$ cat config.mk
export PLATFORM = sky130hd
export DESIGN_NAME = binary_to_gary_dataflow
export DESIGN_NICKNAME = d
export VERILOG_FILES = /design/src/rtl/binary_to_gary_dataflow.sv
export SDC_FILE = /design/constraint.sdc
export NUM_CORES = 1
export LEC_CHECK = 0
export CAP_MARGIN = 20
export CORE_AREA = 2 2 39 41
export CTS_BUF_LIST = sky130_fd_sc_hd__clkbuf_8 sky130_fd_sc_hd__clkbuf_16
export DETAILED_ROUTE_END_ITERATION = 10
export DIE_AREA = 0 0 41 43
export GPL_ROUTABILITY_DRIVEN = 0
export GPL_TIMING_DRIVEN = 0
export HOLD_SLACK_MARGIN = 0.05
export PLACE_DENSITY_LB_ADDON = 0.12
export SLEW_MARGIN = 0
export SYNTH_ARGS = -nofsm -noshare
export SYNTH_HDL_FRONTEND = slang
export SYNTH_SLANG_ARGS = --single-unit
export TNS_END_PERCENT = 20
$ cat constraint.sdc
create_clock -name clk -period 2.8 [get_ports clk]
set_input_delay 0.7 -clock clk [delete_from_list [all_inputs] [get_ports clk]]
set_output_delay 0.7 -clock clk [all_outputs]
set_load 0.01 [all_outputs]
$ cat src/rtl/binary_to_gary_dataflow.sv
// Binary to Gray converter with a registered output stage, Gray decode of the
// registered code, and a flag for accepted samples that break Gray adjacency.
module binary_to_gary_dataflow #(
    parameter int WIDTH = 4
) (
    input  logic             clk,
    input  logic             rst,
    input  logic [WIDTH-1:0] binary,
    input  logic             in_valid,
    output logic [WIDTH-1:0] gray,
    output logic [WIDTH-1:0] gray_q,
    output logic             out_valid,
    output logic [WIDTH-1:0] binary_back,
    output logic             step_err
);

    logic [WIDTH-1:0] gray_q_reg;
    logic             out_valid_reg;
    logic             step_err_reg;
    logic             prev_valid_reg;

    logic [WIDTH-1:0] diff;
    logic             multi_bit;
    logic             step_err_next;

    // Combinational Gray encode: MSB passes through, lower bits XOR their upper neighbour.
    assign gray[WIDTH-1] = binary[WIDTH-1];
    generate
        for (genvar gi = 0; gi < WIDTH - 1; gi++) begin : g_encode
            assign gray[gi] = binary[gi+1] ^ binary[gi];
        end
    endgenerate

    // Decode bit i is the XOR of all registered Gray bits from i up to the MSB.
    // Computed per bit as a reduction so there is no chain through binary_back itself.
    generate
        for (genvar gi = 0; gi < WIDTH; gi++) begin : g_decode
            assign binary_back[gi] = ^(gray_q_reg >> gi);
        end
    endgenerate

    // More than one differing bit means clearing the lowest set bit leaves something.
    assign diff          = gray ^ gray_q_reg;
    assign multi_bit     = |(diff & (diff - {{(WIDTH-1){1'b0}}, 1'b1}));
    assign step_err_next = in_valid & prev_valid_reg & multi_bit;

    // Capture stage: load on accepted samples, pulse flags for one cycle.
    always_ff @(posedge clk or posedge rst) begin
        if (rst) begin
            gray_q_reg     <= '0;
            out_valid_reg  <= 1'b0;
            step_err_reg   <= 1'b0;
            prev_valid_reg <= 1'b0;
        end else begin
            out_valid_reg <= in_valid;
            step_err_reg  <= step_err_next;
            if (in_valid) begin
                gray_q_reg     <= gray;
                prev_valid_reg <= 1'b1;
            end
        end
    end

    assign gray_q    = gray_q_reg;
    assign out_valid = out_valid_reg;
    assign step_err  = step_err_reg;

endmodule

==> run_results.csv, run 1 <==
group,metric,value,unit
outcome,status,"finished clean",
pwr,p_leak,0.322,nW
critical_path,cp-start-kind,"input port",
logic_synthesis,synth_xor_xnor_area_share,22.7,%
final_layout,syn_to_final_growth,56.3,%
cts,holdBufCountCts,0,
final_layout,nNetsFinal,72,
cts,post_cts_buffers,0,
die,dieArea,1760,um2
timing,skew,1.69,ps
cts,root_buffer,"clkbuf_8",
detailed_routing,drt_first_pass_iters,2,
pwr,switching_share,28.5,%
grt,grt_start_max_net_pins,9,
pwr,power,435,uW
critical_path,crit_fanout,4,
cts,numCtsBuffers,3,
detailed_routing,drt-vias-per-instance,4.38,
detailed_routing,drc,0,
timing,finalCriticalPeriod,2730,ps
grt,grt_pass1_wl,1.27,mm
critical_path,end_kind,"output port",
logic_synthesis,synth_cell_types,14,
logic_synthesis,synth_seq_area_share,38.3,%
critical_path,crit_path_top_delay_cell,"clkdlybuf4s50_1",
final_layout,diodes,0,
min_path,hp-class,"reg2reg",
logic_synthesis,synth.mux.area_fraction,14.2,%
min_path,hold_end,"prev_valid_reg",
die,die_x,41,um
timing,rsz0062_at_grt,"true",
pwr,internal_power,311,uW
cts,cts_tree,"built",
die,row_count,14,
logic_synthesis,synth_area_leaders,"dfrtp_1, xor2_1, mux2_2, a221oi_2, buf_4",
timing,setup_viol,0,
placed_design,dp_slack,48.1,ps
pwr,p_comb_share,39.9,%
critical_path,r2r-end,"step_err",
cts,cts_buffer_depth,2,
cts,cts_resized,0,
detailed_routing,wl,776,um
logic_synthesis,synthSimpleGateAreaFrac,9.56,%
pwr,clockPowerShare,30.7,%
detailed_routing,avgRoutedWirePerCell,9.70,um
logic_synthesis,synth_top_family_by_area,"XOR/XNOR gates",
pwr,power_density,608,nW/um2
die,die_y,43,um
cts,cts_max_level,1,
logic_synthesis,ys_seq_elements,7,
detailed_routing,dr_total_vias,350,
cts,clk_pin_slew_worst_paths,40,ps
logic_synthesis,synth_fp_nets,48,
critical_path,r2r_slack,1360,ps
detailed_routing,ant_nets,0,
timing,hold_violations,0,
logic_synthesis,yosysMostFrequentCell,"xor2_1",
critical_path,crit_type,"in2out",
critical_path,crit_top_cell,"clkdlybuf4s50_1",
critical_path,cp.arrival,2030,ps
grt,grtUsageTotal,11.1,%
critical_path,worstPathCellList,"clkdlybuf4s50_1 > xor2_1 > clkdlybuf4s50_1",
die,initial_core_util,33.1,%
logic_synthesis,synth_adder_area_share,0,%
job,maxCapViolCount,0,
critical_path,r2r-start,"gray_q[2]",
logic_synthesis,syn-cell-area,458,um2
logic_synthesis,synth.top_cell.area_share,38.3,%
grt,antenna_found_initial,0,
min_path,min-delay-start,"prev_valid_reg",
placed_design,numPortBuffers,19,
logic_synthesis,synth_compound_area_share,8.74,%
final_layout,largest_reg_flops,4,
critical_path,reg2reg_depth,4,
cts,clock_latency,220,ps
detailed_routing,drt_iter0_drc,1,
min_path,hold_depth,1,
logic_synthesis,yosysWarnings,0,
pwr,p_sw,124,uW
timing,slew_viol_final,0,
die,pin_count,21,
logic_synthesis,ys.flop_type,"dfrtp_1",
logic_synthesis,synth.cells.most_frequent,"xor2_1, dfrtp_1, mux2_2",
pwr,ir_worst_vdd,0.000282,V
cts,clock_sinks,7,
timing,fmax,0.366,GHz
die,core_area,1380,um2
logic_synthesis,synth_top_area_cell,"dfrtp_1",
logic_synthesis,post_synth.cell_area_avg,11.2,um2
timing,tightest_slew,276,ps
final_layout,drive_above_1_share,23.4,%
logic_synthesis,synth_edf_count,0,
timing,slew-limit-headroom,81.1,%
grt,grt_pass1_vias,320,
grt,overflow,0,
logic_synthesis,syn_inst,41,
pwr,pwr-share-seq,29.3,%
logic_synthesis,async_flop_share,100,%
critical_path,crit_required,2100,ps
timing,worst_slack,65.2,ps
timing,finalCritPeriodShare,97.7,%
critical_path,cp_slowest_stage_delay,570,ps
## power groups by stage
stage	Sequential [mW]	Combinational [mW]	Clock (mW)
global placement	0.129	0.176	0
finish	0.128	0.174	0.134
global route	0.130	0.192	0.146
detailed placement	0.129	0.176	0
floorplan	0.132	0.0852	0
CTS	0.128	0.177	0.138
## cells by family (layout without fill, tap and decap cells)
kind of cell,Yosys count,in the layout
AND/OR/NAND/NOR,9,9
multiplexers,6,6
AO/OA/AOI/OAI,3,3
flip-flops,7,7
XOR/XNOR,11,11
buffers and inverters,5,28
## metrics by stage
step	instance area [um2]	setup TNS, ps	instances	hold WS, ps	util, %
floorplan	458	0	41	437	-
global placement	668	0	76	453	48.3
detailed placement	668	0	76	457	48.3
CTS	713	0	80	465	51.5
global route	716	-4.96	80	473	51.7
finish	716	0	80	460	51.7
## worst max path at each step
stage / start / to / slack, ps
2_1_floorplan: gray_q[3] / binary_back[0] / 720
6_report: binary[1] / gray[1] / 70
3_3_place_gp: binary[1] / gray[0] / 40
5_1_grt: binary[1] / gray[0] / -5
4_1_cts: binary[3] / gray[2] / 40
3_5_place_dp: binary[3] / gray[2] / 50
## cell usage in the layout (no fill, tap or decap), drive strengths merged
| cell type | synthesis | routed |
|---|---|---|
| a221oi | 2 | 2 |
| buf | 3 | 3 |
| clkbuf | 0 | 3 |
| clkdlybuf4s50 | 0 | 18 |
| dfrtp | 7 | 7 |
| dlymetal6s2s | 0 | 1 |
| inv | 2 | 3 |
| mux2 | 4 | 4 |
| mux2i | 2 | 2 |
| nand2 | 3 | 3 |
| nor2 | 2 | 2 |
| nor2b | 2 | 2 |
| o211a | 1 | 1 |
| or2 | 2 | 2 |
| xnor2 | 2 | 2 |
| xor2 | 9 | 9 |
## worst max-delay path: cells and delay by family
kind	cells	cell delay, ps
xor+xnor	1	200
buf+inv	2	1130
## final cells by class
type	instances	area, um2
Buffer	3	22.5
Clock buffer	3	41.3
Clock inverter	1	3.75
Fill cell	134	668
Inverter	2	7.51
Multi-Input combinational cell	29	253
Sequential cell	7	175
Tap cell	16	20.0
Timing Repair Buffer	19	193
## per-layer routing
metal,wire [um],global-route usage (%)
met4,19,10.0
met3,42,3.14
met2,339,12.8
met1,374,15.8
met5,0,0
Power figures use the tool's default switching activity.
==> run 2, diff against run 1 <==
- PLACE_DENSITY_LB_ADDON: 0.12 -> 0.25
- SLEW_MARGIN: 0 -> default
==> run_results.csv, run 2 (synthesis results as in run 1) <==
group,metric,value,unit
critical_path,cp-start-kind,"input port",
timing,fmax,0.369,GHz
timing,skew,2.04,ps
timing,hold_violations,0,
cts,holdBufCountCts,0,
pwr,power_density,609,nW/um2
grt,overflow,0,
cts,numCtsBuffers,3,
placed_design,numPortBuffers,19,
grt,grtUsageTotal,12.3,%
timing,slew-limit-headroom,82.1,%
timing,fin_tns_setup,0,ps
cts,clk_pin_slew_worst_paths,40,ps
critical_path,crit_required,2100,ps
critical_path,cp.arrival,2010,ps
final_layout,diodes,0,
final_layout,nNetsFinal,72,
final_layout,largest_reg_flops,4,
final_layout,drive_above_1_share,23.4,%
detailed_routing,wl,826,um
timing,tightest_slew,260,ps
grt,antenna_found_initial,0,
cts,cts_buffer_depth,2,
detailed_routing,drt-vias-per-instance,4.39,
cts,clock_latency,220,ps
timing,rsz0062_at_grt,"false",
die,initial_core_util,33.1,%
grt,grt_pass1_vias,337,
cts,post_cts_buffers,0,
detailed_routing,drc,0,
die,row_count,14,
timing,hold_slack,476,ps
grt,grt_start_max_net_pins,9,
die,pin_count,21,
critical_path,crit_type,"in2out",
cts,cts_max_level,1,
cts,cts_resized,0,
cts,clock_sinks,7,
detailed_routing,drt_iter0_drc,0,
die,die_y,43,um
cts,cts_tree,"built",
critical_path,crit_fanout,3,
final_layout,final_common_cell,"clkdlybuf4s50_1",
die,core_area,1380,um2
die,die_x,41,um
detailed_routing,avgRoutedWirePerCell,10.3,um
pwr,ir_worst_vdd,0.000331,V
final_layout,syn_to_final_growth,56.8,%
final_layout,most-common-layout-cells,"clkdlybuf4s50_1, xor2_1, dfrtp_1",
detailed_routing,drt_first_pass_iters,1,
critical_path,end_kind,"output port",
timing,setup_viol,0,
outcome,status,"finished clean",
detailed_routing,ant_nets,0,
pwr,p_leak,0.331,nW
min_path,hp-class,"reg2reg",
timing,slew_viol_final,0,
job,maxCapViolCount,0,
grt,grt_pass1_wl,1.44,mm
cts,root_buffer,"clkbuf_8",
timing,finalCritPeriodShare,96.7,%
die,dieArea,1760,um2
timing,finalCriticalPeriod,2710,ps
detailed_routing,dr_total_vias,351,
## run 2: cell count changes in the layout (fill, tap and decap cells not counted)
cell | previous run | this run
dlymetal6s2s_1 | 1 | 2
clkdlybuf4s50_1 | 18 | 17
## run 2: path summary, 6_finish.rpt
path | slack [ps] | cells after the start | startpoint | to
worst max register to register | 1380 | 4 | gray_q[2] | step_err
min in group asynchronous | 690 | 2 | rst | step_err
worst max-delay path | 90 | 3 | binary[0] | gray[0]
worst min-delay path | 480 | 1 | prev_valid_reg | prev_valid_reg
max in group asynchronous | 1900 | 2 | rst | gray_q[2]
worst min register to register | 480 | 1 | prev_valid_reg | prev_valid_reg
## run 2: through the flow
| stage | utilization, % | total power [mW] | setup WS, ps | cells | cell area [um2] |
|---|---|---|---|---|---|
| finish | 51.9 | 0.437 | 92.1 | 80 | 718 |
| floorplan | - | 0.218 | 721 | 41 | 458 |
| detailed placement | 48.3 | 0.306 | 46.4 | 76 | 668 |
| global route | 51.9 | 0.466 | 25.6 | 80 | 718 |
| CTS | 51.5 | 0.446 | 39.9 | 80 | 713 |
| global placement | 48.3 | 0.304 | 51.0 | 76 | 668 |
## run 2: layout make-up
| class | instances | area (um2) |
|---|---|---|
| Buffer | 3 | 22.5 |
| Clock buffer | 3 | 41.3 |
| Clock inverter | 1 | 3.75 |
| Fill cell | 129 | 666 |
| Inverter | 2 | 7.51 |
| Multi-Input combinational cell | 29 | 253 |
| Sequential cell | 7 | 175 |
| Tap cell | 16 | 20.0 |
| Timing Repair Buffer | 19 | 195 |
## run 2: power breakdown
| group | switching (mW) | total, mW | internal (mW) |
|---|---|---|---|
| Clock | 0.0410 | 0.136 | 0.0945 |
| Combinational | 0.0702 | 0.174 | 0.104 |
| Sequential | 0.0152 | 0.128 | 0.113 |
## run 2: per-layer routing
metal	global-route usage [%]	share of wire [%]	vias to the layer above	routed length [um]
met4	8.00	2.4	0	20
met5	0	0	-	0
met2	17.8	48	12	394
met3	2.62	6.7	2	55
li1	-	-	177	-
met1	15.8	43	160	355
## run 2: worst max-delay path, cell delays in order
cell and delay, ps:
clkdlybuf4s50_1 540, xor2_1 200, clkdlybuf4s50_1 560
